$ cat src/rtl/sat_window_accum_if.sv
// Handshake bundle between the saturating window accumulator and its neighbours.
// The master side produces samples and consumes results; the slave side is the accumulator.
interface sat_window_accum_if #(
  parameter int N  = 8,
  parameter int CW = 3
);
  logic                in_valid;
  logic                in_ready;
  logic signed [N-1:0] in_data;
  logic                in_ov;
  logic                in_uv;
  logic                out_valid;
  logic                out_ready;
  logic signed [N-1:0] out_sum;
  logic [CW-1:0]       out_sat_cnt;

  modport master (
    output in_valid, in_data, in_ov, in_uv, out_ready,
    input  in_ready, out_valid, out_sum, out_sat_cnt
  );

  modport slave (
    input  in_valid, in_data, in_ov, in_uv, out_ready,
    output in_ready, out_valid, out_sum, out_sat_cnt
  );
endinterface

$ cat src/rtl/sat_window_accum.sv
// Sums windows of LEN signed samples with saturation at every step, counts
// saturation events per window and offers each window result on a valid/ready port.
module sat_window_accum #(
  parameter int N   = 8,
  parameter int LEN = 4,
  parameter int CW  = $clog2(LEN + 1)
) (
  input logic               clk,
  input logic               rst,
  sat_window_accum_if.slave bus
);
  localparam logic signed [N:0] MaxVal  = {2'b00, {(N-1){1'b1}}};
  localparam logic signed [N:0] MinVal  = {2'b11, {(N-1){1'b0}}};
  localparam logic [CW-1:0]     LastIdx = CW'(LEN - 1);

  logic signed [N-1:0] acc_q, acc_d;
  logic [CW-1:0]       sampleCnt_q, sampleCnt_d;
  logic [CW-1:0]       evCnt_q, evCnt_d;
  logic                outValid_q, outValid_d;
  logic signed [N-1:0] outSum_q, outSum_d;
  logic [CW-1:0]       outSatCnt_q, outSatCnt_d;

  logic                inReady;
  logic                accept;
  logic                fire;
  logic                closeWin;
  logic signed [N:0]   stepSum;
  logic signed [N-1:0] accNext;
  logic                accSat;
  logic                sampleEvent;
  logic [CW-1:0]       evNext;

  // A new sample can enter whenever the result register is empty or draining.
  assign inReady = !outValid_q || bus.out_ready;

  assign bus.in_ready    = inReady;
  assign bus.out_valid   = outValid_q;
  assign bus.out_sum     = outSum_q;
  assign bus.out_sat_cnt = outSatCnt_q;

  always_comb begin
    accept   = bus.in_valid && inReady;
    fire     = outValid_q && bus.out_ready;
    stepSum  = $signed({acc_q[N-1], acc_q}) + $signed({bus.in_data[N-1], bus.in_data});
    accNext  = stepSum[N-1:0];
    accSat   = 1'b0;
    if (stepSum > MaxVal) begin
      accNext = MaxVal[N-1:0];
      accSat  = 1'b1;
    end else if (stepSum < MinVal) begin
      accNext = MinVal[N-1:0];
      accSat  = 1'b1;
    end
    sampleEvent = bus.in_ov || bus.in_uv || accSat;
    evNext      = evCnt_q + CW'(sampleEvent);
    closeWin    = accept && (sampleCnt_q == LastIdx);

    acc_d       = acc_q;
    sampleCnt_d = sampleCnt_q;
    evCnt_d     = evCnt_q;
    outValid_d  = outValid_q;
    outSum_d    = outSum_q;
    outSatCnt_d = outSatCnt_q;

    if (fire) begin
      outValid_d = 1'b0;
    end
    // A closing accept overrides the drain so back-to-back results have no bubble.
    if (accept) begin
      if (closeWin) begin
        outSum_d    = accNext;
        outSatCnt_d = evNext;
        outValid_d  = 1'b1;
        acc_d       = '0;
        sampleCnt_d = '0;
        evCnt_d     = '0;
      end else begin
        acc_d       = accNext;
        sampleCnt_d = sampleCnt_q + CW'(1);
        evCnt_d     = evNext;
      end
    end
  end

  always_ff @(posedge clk) begin
    if (rst) begin
      acc_q       <= '0;
      sampleCnt_q <= '0;
      evCnt_q     <= '0;
      outValid_q  <= 1'b0;
      outSum_q    <= '0;
      outSatCnt_q <= '0;
    end else begin
      acc_q       <= acc_d;
      sampleCnt_q <= sampleCnt_d;
      evCnt_q     <= evCnt_d;
      outValid_q  <= outValid_d;
      outSum_q    <= outSum_d;
      outSatCnt_q <= outSatCnt_d;
    end
  end
endmodule

$ cat src/flat_wrapper.sv
// flat-port wrapper written by rule: the top's interface ports become plain ports
module sat_window_accum_flat 
#(
  parameter int N   = 8,
  parameter int LEN = 4,
  parameter int CW  = $clog2(LEN + 1)
)
  (clk, rst, bus_in_valid, bus_in_data, bus_in_ov, bus_in_uv, bus_out_ready, bus_in_ready, bus_out_valid, bus_out_sum, bus_out_sat_cnt);
  sat_window_accum_if #(.N(N), .CW(CW)) bus_i ();
  input logic clk;
  input logic rst;
  input wire logic [$bits(bus_i.in_valid)-1:0] bus_in_valid;
  input wire logic [$bits(bus_i.in_data)-1:0] bus_in_data;
  input wire logic [$bits(bus_i.in_ov)-1:0] bus_in_ov;
  input wire logic [$bits(bus_i.in_uv)-1:0] bus_in_uv;
  input wire logic [$bits(bus_i.out_ready)-1:0] bus_out_ready;
  output wire logic [$bits(bus_i.in_ready)-1:0] bus_in_ready;
  output wire logic [$bits(bus_i.out_valid)-1:0] bus_out_valid;
  output wire logic [$bits(bus_i.out_sum)-1:0] bus_out_sum;
  output wire logic [$bits(bus_i.out_sat_cnt)-1:0] bus_out_sat_cnt;
  assign bus_i.in_valid = bus_in_valid;
  assign bus_i.in_data = bus_in_data;
  assign bus_i.in_ov = bus_in_ov;
  assign bus_i.in_uv = bus_in_uv;
  assign bus_i.out_ready = bus_out_ready;
  assign bus_in_ready = bus_i.in_ready;
  assign bus_out_valid = bus_i.out_valid;
  assign bus_out_sum = bus_i.out_sum;
  assign bus_out_sat_cnt = bus_i.out_sat_cnt;
  sat_window_accum #(.N(N), .LEN(LEN), .CW(CW)) u_core (.clk(clk), .rst(rst), .bus(bus_i));
endmodule
$ cat config.mk
export PLATFORM = sky130hd
export DESIGN_NAME = sat_window_accum_flat
export DESIGN_NICKNAME = d
export VERILOG_FILES = /design/src/rtl/sat_window_accum_if.sv /design/src/rtl/sat_window_accum.sv /design/src/flat_wrapper.sv
export SDC_FILE = /design/constraint.sdc
export NUM_CORES = 1
export LEC_CHECK = 0
export BUFFER_PORTS_ARGS = -buffer_cell sky130_fd_sc_hd__buf_2
export CELL_PAD_IN_SITES_DETAIL_PLACEMENT = 1
export CELL_PAD_IN_SITES_GLOBAL_PLACEMENT = 1
export CORE_MARGIN = 1
export CORE_UTILIZATION = 38
export CTS_BUF_LIST = sky130_fd_sc_hd__clkbuf_4 sky130_fd_sc_hd__clkbuf_8
export DETAILED_ROUTE_END_ITERATION = 8
export PLACE_DENSITY_LB_ADDON = 0.1
export SYNTH_ARGS = -nofsm -noshare
export SYNTH_HDL_FRONTEND = slang
export SYNTH_SLANG_ARGS = --single-unit
$ cat constraint.sdc
create_clock -name clk -period 3 [get_ports clk]
set_input_delay 0.6 -clock clk [delete_from_list [all_inputs] [get_ports clk]]
set_output_delay 0.6 -clock clk [all_outputs]
set_load 0.02 [all_outputs]
==> impl_metrics.json, run 1 <==
{
  "cts_tree": "done",
  "cts_inserted_buffers": 3,
  "status": "finished, final reports clean",
  "fin_area_mm2": 0.00181,
  "antenna_found_initial": 0,
  "cp_slowest_cell": "fa_2",
  "worstMarginPinSlew_ns": 0.650,
  "grt_use_total_pct": 21.7,
  "synth-simple-area-share_pct": 21.4,
  "die_x_um": 63.6,
  "crit_fanout": 3,
  "antenna-diode-count": 0,
  "synth_compound_area_share_pct": 24.2,
  "grt_pass1_wl_um": 6970,
  "num_vias": 1408,
  "post_cts_buffers": 0,
  "setup_slack_ns": 0.216,
  "routedWlPerCell_um": 15.3,
  "highest_layer": "met4",
  "wl_met3_um": 108,
  "drt_iter0_markers": 43,
  "cp_slowest_stage_delay_ns": 0.40,
  "grt_start_max_net_pins": 22,
  "slew_viol_final": 0,
  "dp_slack_ns": -0.120,
  "synth_nets": 198,
  "critPathLaunchType": "primary input",
  "hold_depth": 2,
  "ys_async_sr_fraction_pct": 0,
  "path_clk_slew_ns": 0.10,
  "ys_seq_area_share_pct": 36.1,
  "rows": 22,
  "worstSetupEndpointType": "flip-flop",
  "synth_flop_cell": "dfxtp_1",
  "avgSynthCellArea_um2": 8.37,
  "grt_setup_unrepaired": "false",
  "cp_top_family": "adder cells",
  "dr.pass1.iters": 4,
  "fin_crit_sh_pct": 92.8,
  "cp_cell_sequence": "buf_2 > ha_2 > fa_2 > a21oi_2 > o21ai_2 > a31o_2 > xnor2_1 > or3_1 > ha_1 > ha_2 > o21ai_0 > nand2_1 > a21oi_1",
  "final_cell_mix": "buf_2, dfxtp_1, nand2_1, a21oi_1",
  "ctsHtreeMaxLevel": 1,
  "dp_hpwl_um": 3160,
  "route.detailed.drc": 0,
  "p_leak_nw": 0.767,
  "gr-total-overflow": 0,
  "drt-total-wl_um": 3950,
  "grt_pass1_vias": 1514,
  "hold_class": "flip-flop to flip-flop",
  "wirelength_met1_um": 1920,
  "avgViaCountPerCell": 5.46,
  "synth_fa_ha_area_share_pct": 11.7,
  "r2r_setup_slack_ns": 0.31,
  "crit_path_frequent_cell": "ha_2",
  "clock-skew-final_ns": 0.00694,
  "maxCapViolations": 0,
  "fmax_mhz": 359,
  "synth-edff-count": 0,
  "ys_seq_elements": 26,
  "min_period_ns": 2.78,
  "fin_util_pct": 49.5,
  "clock_sinks": 26,
  "syn_to_final_growth_pct": 25.9,
  "max_slew_margin_pct": 56.6,
  "start_util_pct": 39.3,
  "fill_cells": 457,
  "power_density_mw_per_mm2": 650,
  "clock_latency_ns": 0.27,
  "io_pins": 27,
  "layout.nets": 237,
  "crit_arrival_ns": 3.00,
  "ctsResizeCount": 0,
  "synthXorXnorAreaFrac_pct": 3.04,
  "hold_viol_final": 0,
  "ys_types": 46,
  "root_buffer": "clkbuf_8",
  "synth_top_family_by_area": "compound AO/OA/AOI/OAI gates",
  "synth.area.mux_share_pct": 0.695,
  "hold_buffers": 0,
  "crit_buf_inv": 1,
  "core_mm2": 0.00366,
  "final_antenna_net_count": 0,
  "path_class": "primary input to flip-flop",
  "route.met2.wl_um": 1890,
  "crit_required_ns": 3.21,
  "rr_worst_depth": 12,
  "cp.depth": 13,
  "die_y_um": 63.6,
  "syn-cell-area_mm2": 0.00144,
  "die-area_mm2": 0.00404,
  "place_congestion": 0.755,
  "io_buffers": 26,
  "placed_cell_area_mm2": 0.00174,
  "yosys_warnings": 0,
  "syn_inst": 172,
  "drive_above_1_share_pct": 28.6,
  "setup_viol": 0,
  "peakVddDrop_uv": 273,
  "cts_buffer_depth": 2
}
[logic make-up (layout without fill, tap and decap cells)]
| family | Yosys count | in the layout |
|---|---|---|
| mux | 1 | 1 |
| compound gates | 56 | 56 |
| xor+xnor | 5 | 5 |
| buf+inv | 10 | 48 |
| flops | 26 | 26 |
| simple gates | 61 | 61 |
| fa+ha+maj | 13 | 13 |
[worst min-delay path: stages (launching register included)]
cell	delay, ns
dfxtp_1	0.32
nand2_1	0.05
a21oi_1	0.05
[where the power goes]
part | internal, mW | switching, mW
clock | 0.179 | 0.115
sequential | 0.377 | 0.0227
combinational | 0.220 | 0.265
[state kept, by name (all words and copies together) (netlist names)]
name,cells
u_core.bus.out_sat_cnt,3
u_core.bus.out_sum,8
u_core.sampleCnt_q,3
u_core.evCnt_q,3
u_core.acc_q,8
u_core.bus.out_valid,1
[synth_stat cells, types with 2 or more instances]
master | n | area [um2]
nand3_1 | 5 | 25.0
or3_1 | 2 | 12.5
a31oi_1 | 2 | 12.5
ha_1 | 11 | 138
xor2_1 | 2 | 17.5
inv_1 | 2 | 7.51
nand2b_1 | 4 | 25.0
and2_1 | 2 | 12.5
dfxtp_1 | 26 | 521
a21oi_1 | 18 | 90.1
buf_2 | 2 | 10.0
nor2_1 | 12 | 45.0
o21ai_1 | 2 | 10.0
o21ai_0 | 15 | 75.1
xnor2_1 | 3 | 26.3
nand2_1 | 23 | 86.3
nand3b_1 | 5 | 37.5
a21o_1 | 2 | 15.0
a211oi_1 | 3 | 22.5
clkbuf_1 | 5 | 18.8
[final cells by class]
type                       instances  area [um2]  area share, %
inverter                           3        11.3          0.621
timing repair buffer              41         243           13.4
sequential                        26         520           28.7
clock inverter                     1        30.0           1.66
tap                               48        60.1           3.31
clock buffer                       3        41.3           2.28
multi-input combinational        136         907           50.0
[routing by layer]
layer | vias to the layer above | GRT usage [%]
li1 | 699 | -
met1 | 683 | 27.8
met2 | 22 | 38.2
met3 | 4 | 3.26
met4 | 0 | 4.26
met5 | - | 0
[worst paths after layout]
kind / end / from
worst max register to register: u_core.evCnt_q[2]$_SDFFE_PP0P_ / u_core.acc_q[4]$_SDFFE_PP0P_
worst min-delay path: u_core.bus.out_sat_cnt[1]$_SDFFE_PP0P_ / u_core.bus.out_sat_cnt[1]$_SDFFE_PP0P_
worst min register to register: u_core.bus.out_sat_cnt[1]$_SDFFE_PP0P_ / u_core.bus.out_sat_cnt[1]$_SDFFE_PP0P_
worst max-delay path: u_core.evCnt_q[2]$_SDFFE_PP0P_ / bus_in_data[0]
[through the flow]
stage	hold slack (ns)	cells	power [mW]	setup TNS, ns
6_report	0.467	258	1.18	0
5_1_grt	0.501	258	1.26	0
4_1_cts	0.468	258	1.19	0
3_5_place_dp	0.449	254	0.891	-0.254
3_3_place_gp	0.440	254	0.865	-0.00302
2_1_floorplan	0.429	172	0.723	0
Power figures use the tool's default switching activity.
==> run 2: changes to the inputs <==
Settings changed: CELL_PAD_IN_SITES_DETAIL_PLACEMENT 1 to 0, PLACE_DENSITY from default to 0.76, PLACE_DENSITY_LB_ADDON 0.1 to default.
==> run 2 against run 1 <==
  * Die area stayed put
  * First-iteration DRC count up 84%
  * Utilization decreased by 2.1 points
  * Critical endpoint is now u_core.bus.out_sat_cnt[2]$_SDFFE_PP0P_
  * Largest cell class unchanged
  * Largest power group unchanged
==> impl_metrics.json, run 2 (synthesized netlist as in run 1, its figures left out) <==
{
  "cp_slowest_cell": "fa_2",
  "avgViaCountPerCell": 5.34,
  "power.net_switching_uw": 361,
  "start_util_pct": 39.3,
  "root_buffer": "clkbuf_8",
  "worstSetupEndpointType": "flip-flop",
  "crit_buf_inv": 1,
  "cts_inserted_buffers": 3,
  "hold_buffers": 0,
  "grt_pass1_wl_um": 5700,
  "combPwrFrac_pct": 43.1,
  "clock-skew-final_ns": 0.00178,
  "hold_class": "flip-flop to flip-flop",
  "die-area_mm2": 0.00404,
  "cts_buffer_depth": 2,
  "hold_viol_final": 0,
  "grt_start_max_net_pins": 22,
  "core_mm2": 0.00366,
  "cts_tree": "done",
  "min_period_ns": 2.81,
  "timing.rr.start": "u_core.acc_q[0]$_SDFFE_PP0P_",
  "cp_top_family": "adder cells",
  "pwr-share-seq_pct": 38.8,
  "die_x_um": 63.6,
  "io_buffers": 26,
  "placed_cell_area_mm2": 0.00170,
  "p_leak_nw": 0.724,
  "dp_slack_ns": -0.107,
  "num_vias": 1340,
  "cp_cell_sequence": "buf_2 > ha_2 > fa_2 > a21oi_2 > o21ai_2 > a31o_2 > xnor2_1 > or3_1 > ha_1 > ha_2 > xnor2_1 > a211oi_1",
  "regArea_um2": 520,
  "rows": 22,
  "path_class": "primary input to flip-flop",
  "intPower_uw": 667,
  "power_density_mw_per_mm2": 592,
  "clock_sinks": 26,
  "antenna-diode-count": 0,
  "fin_area_mm2": 0.00174,
  "setup_slack_ns": 0.195,
  "ctsHtreeMaxLevel": 1,
  "drive_above_1_share_pct": 26.1,
  "hold_path_end": "u_core.bus.out_sat_cnt[1]$_SDFFE_PP0P_",
  "dp_hpwl_um": 2540,
  "r2r_setup_slack_ns": 0.32,
  "gr-total-overflow": 0,
  "fin_util_pct": 47.5,
  "fill_cells": 369,
  "place_congestion": 0.782,
  "grt_use_total_pct": 17.6,
  "path_clk_slew_ns": 0.08,
  "peakVddDrop_uv": 237,
  "crit_arrival_ns": 2.98,
  "slew_viol_final": 0,
  "hold_path_startpoint": "u_core.bus.out_sat_cnt[1]$_SDFFE_PP0P_",
  "routedWlPerCell_um": 12.9,
  "dr.pass1.iters": 4,
  "fin_crit_sh_pct": 93.5,
  "clkPwrFrac_pct": 18.1,
  "setup_viol": 0,
  "worstMarginPinSlew_ns": 0.644,
  "cp_slowest_stage_delay_ns": 0.41,
  "max_slew_margin_pct": 57.0,
  "antenna_found_initial": 0,
  "timing.rr.end": "u_core.bus.out_sat_cnt[2]$_SDFFE_PP0P_",
  "grt_setup_unrepaired": "false",
  "io_pins": 27,
  "multi_input_area_um2": 907,
  "ctsResizeCount": 0,
  "final_cell_mix": "buf_2, dfxtp_1, nand2_1, a21oi_1, o21ai_0",
  "crit_fanout": 3,
  "layout.nets": 231,
  "fmax_mhz": 356,
  "drt-total-wl_um": 3230,
  "final_antenna_net_count": 0,
  "die_y_um": 63.6,
  "hold_depth": 2,
  "p_sw_share_pct": 35.1,
  "grt_pass1_vias": 1266,
  "drt_iter0_markers": 79,
  "rr_worst_depth": 11,
  "clock_latency_ns": 0.26,
  "crit_required_ns": 3.18,
  "syn_to_final_growth_pct": 20.7,
  "status": "finished, final reports clean",
  "route.detailed.drc": 0,
  "post_cts_buffers": 0,
  "maxCapViolations": 0,
  "critPathLaunchType": "primary input"
}
==> run 2: changes by cell type in the layout (fill, tap and decap cells not counted), sizes merged <==
cell and change:
buf -6, bufinv -1
==> run 2: power groups by stage <==
stage | clock network [mW] | logic [mW] | registers (mW)
floorplan | 0 | 0.320 | 0.403
global placement | 0 | 0.431 | 0.405
detailed placement | 0 | 0.443 | 0.407
CTS | 0.193 | 0.445 | 0.399
global route | 0.210 | 0.500 | 0.404
finish | 0.186 | 0.443 | 0.399
==> run 2: how the worst max path moves through the flow <==
stage / startpoint / end / slack [ns] / cells past startpoint
3_5_place_dp: bus_in_data[0] / u_core.bus.out_sat_cnt[2]$_SDFFE_PP0P_ / -0.11 / 12
5_1_grt: bus_in_data[2] / u_core.bus.out_sat_cnt[2]$_SDFFE_PP0P_ / 0.02 / 12
2_1_floorplan: bus_in_data[0] / u_core.bus.out_sat_cnt[2]$_SDFFE_PP0P_ / 0.004 / 12
3_3_place_gp: bus_in_data[0] / u_core.bus.out_sat_cnt[2]$_SDFFE_PP0P_ / -0.004 / 12
6_report: bus_in_data[0] / u_core.bus.out_sat_cnt[2]$_SDFFE_PP0P_ / 0.19 / 12
4_1_cts: bus_in_data[0] / u_core.bus.out_sat_cnt[2]$_SDFFE_PP0P_ / 0.17 / 12
==> run 2: per-stage QoR <==
stage	power [mW]	setup TNS [ns]	instances	hold WS, ns
6_report	1.03	0	251	0.454
5_1_grt	1.11	0	251	0.476
4_1_cts	1.04	0	251	0.460
3_5_place_dp	0.850	-0.274	248	0.442
3_3_place_gp	0.836	-0.00428	248	0.440
2_1_floorplan	0.723	0	172	0.429
==> run 2: tightest hold or removal path, stage by stage, from the launching register on <==
cell and delay (ns):
dfxtp_1 0.31, nand2_1 0.05, a21oi_1 0.05
==> run 2: cell type report <==
type	count	area share (%)
clock buffer	3	2.38
inverter	3	0.648
multi-input combinational	136	52.2
sequential	26	29.9
tap	48	3.46
timing repair buffer	35	11.4
==> run 2: metal layers <==
metal / track usage [%] / routed length (um) / vias up
li1: - / - / 685
met1: 22.5 / 1510 / 621
met2: 30.1 / 1560 / 32
met5: 0 / 0 / -
met3: 4.53 / 146 / 2
met4: 2.27 / 14 / 0
==> run 3: changes to the inputs <==
Settings changed: CORE_UTILIZATION 38 to 42, PLACE_DENSITY 0.76 to 0.8.
Clock period 3 ns to 3.09 ns, I/O delays scaled along.
==> run 3 against run 2 <==
  * Utilization rose by 7.6 points
  * Total power is 2.5% higher
  * Combinational power fell by 2%
  * Cell area did not move
  * Largest power group unchanged
  * Global-route usage grew 3.3 points
  * Register-to-register slack better by 0.04 ns
  * Sequential share of layout area unchanged
  * Hold slack better by 0.012 ns
==> impl_metrics.json, run 3 (synthesized netlist as in run 1, its figures left out) <==
{
  "p_total_mw": 1.05,
  "dp_slack_ns": -0.0510,
  "antenna-diode-count": 0,
  "fin_area_mm2": 0.00174,
  "antenna_found_initial": 0,
  "fmax_mhz": 357,
  "grt_use_total_pct": 20.8,
  "grt_setup_unrepaired": "false",
  "maxCapViolations": 0,
  "wl_met3_um": 65,
  "ctsHtreeMaxLevel": 1,
  "peakVddDrop_uv": 328,
  "grt_pass1_vias": 1317,
  "min_period_ns": 2.80,
  "hold_buffers": 0,
  "pwr-share-seq_pct": 36.6,
  "critPathLaunchType": "primary input",
  "dp_hpwl_um": 2510,
  "grt_pass1_wl_um": 5760,
  "layout.nets": 233,
  "status": "finished, final reports clean",
  "rows": 20,
  "cts_inserted_buffers": 3,
  "clock_latency_ns": 0.32,
  "routedWlPerCell_um": 13.2,
  "setup_slack_ns": 0.292,
  "finalSetupTns_ns": 0,
  "cts_buffer_depth": 2,
  "highest_layer": "met4",
  "route.detailed.drc": 0,
  "hold_class": "flip-flop to flip-flop",
  "num_vias": 1324,
  "path_class": "primary input to flip-flop",
  "p_leak_nw": 0.743,
  "clkPwrFrac_pct": 22.3,
  "die_y_um": 60.6,
  "core_mm2": 0.00315,
  "drt-total-wl_um": 3300,
  "die-area_mm2": 0.00367,
  "crit_arrival_ns": 3.05,
  "avgViaCountPerCell": 5.30,
  "path_clk_slew_ns": 0.14,
  "dr.pass1.iters": 4,
  "cp_cell_sequence": "buf_2 > ha_1 > fa_2 > a21oi_2 > o21ai_1 > a31o_2 > xnor2_1 > or3_1 > ha_1 > ha_1 > xnor2_1 > a211oi_1",
  "power.net_switching_uw": 359,
  "gr-total-overflow": 0,
  "combPwrFrac_pct": 41.1,
  "cts_tree": "done",
  "cp_slowest_stage_delay_ns": 0.37,
  "start_util_pct": 45.7,
  "crit_path_frequent_cell": "ha_1",
  "ctsResizeCount": 0,
  "route.met2.wl_um": 1600,
  "max_slew_margin_pct": 74.2,
  "drive_above_1_share_pct": 25.2,
  "intPower_uw": 695,
  "slew_viol_final": 0,
  "placed_cell_area_mm2": 0.00169,
  "hold_viol_final": 0,
  "final_cell_mix": "buf_2, dfxtp_1, nand2_1, a21oi_1, o21ai_0",
  "setup_viol": 0,
  "power_density_mw_per_mm2": 607,
  "place_congestion": 0.808,
  "post_cts_buffers": 0,
  "p_sw_share_pct": 34.1,
  "clock_sinks": 26,
  "wirelength_met1_um": 1620,
  "io_buffers": 26,
  "crit_required_ns": 3.34,
  "worstSetupEndpointType": "flip-flop",
  "clock-skew-final_ns": 0.00172,
  "grt_start_max_net_pins": 22,
  "die_x_um": 60.6,
  "drt_iter0_markers": 73,
  "io_pins": 27,
  "crit_fanout": 3,
  "final_antenna_net_count": 0,
  "root_buffer": "clkbuf_4",
  "syn_to_final_growth_pct": 20.7,
  "worstMarginPinSlew_ns": 0.386,
  "cp_slowest_cell": "fa_2",
  "fill_cells": 309,
  "fin_crit_sh_pct": 90.6
}
## run 3: changes by cell type in the layout (fill, tap and decap cells not counted), moves of 2 or more
| cell | change |
|---|---|
| buf_4 | +2 |
| ha_1 | +3 |
| ha_2 | -2 |
| clkbuf_8 | -3 |
| clkbuf_4 | +3 |
## run 3: critical path: cells and delay by family
family                   cells  cell delay, ns
adder cells (fa/ha/maj)      4            0.99
buffers and inverters        1            0.10
XOR/XNOR                     2            0.25
AO/OA/AOI/OAI                4            0.77
AND/OR/NAND/NOR              1            0.31
## run 3: worst paths after layout
path / startpoint / endpoint / slack (ns) / cells after the start
worst max-delay path: bus_in_data[0] / u_core.bus.out_sat_cnt[2]$_SDFFE_PP0P_ / 0.29 / 12
worst min-delay path: u_core.bus.out_sat_cnt[0]$_SDFFE_PP0P_ / u_core.bus.out_sat_cnt[0]$_SDFFE_PP0P_ / 0.47 / 2
worst max register to register: u_core.acc_q[0]$_SDFFE_PP0P_ / u_core.bus.out_sat_cnt[2]$_SDFFE_PP0P_ / 0.36 / 11
worst min register to register: u_core.bus.out_sat_cnt[0]$_SDFFE_PP0P_ / u_core.bus.out_sat_cnt[0]$_SDFFE_PP0P_ / 0.47 / 2
## run 3: per-layer routing
| metal | vias to the layer above | GRT usage [%] |
|---|---|---|
| li1 | 694 | - |
| met2 | 21 | 35.9 |
| met5 | - | 0 |
| met3 | 2 | 2.56 |
| met4 | 0 | 6.82 |
| met1 | 607 | 27.0 |
## run 3: area by class of cell
type	count	area, um2	share of cell area, %
clock buffers	3	22.5	1.30
clock inverters	1	30.0	1.73
inverters	3	11.3	0.648
multi-input cells	136	886	51.0
flip-flops and latches	26	520	29.9
well taps	44	55.1	3.17
repair buffers	37	213	12.2
## run 3: power by group through the flow
stage / clock network [mW] / registers (mW) / logic [mW]
after floorplan: 0 / 0.390 / 0.299
after global placement: 0 / 0.392 / 0.421
after detailed placement: 0 / 0.393 / 0.431
after CTS: 0.243 / 0.386 / 0.434
after global routing: 0.258 / 0.388 / 0.491
final: 0.235 / 0.386 / 0.434
## run 3: per-stage QoR
stage          hold slack (ns)  std cells  utilization [%]
6_report                 0.465        250             55.1
5_1_grt                  0.481        250             55.1
4_1_cts                  0.468        250             55.1
3_5_place_dp             0.443        246             53.5
3_3_place_gp             0.438        246             53.5
2_1_floorplan            0.429        172                -
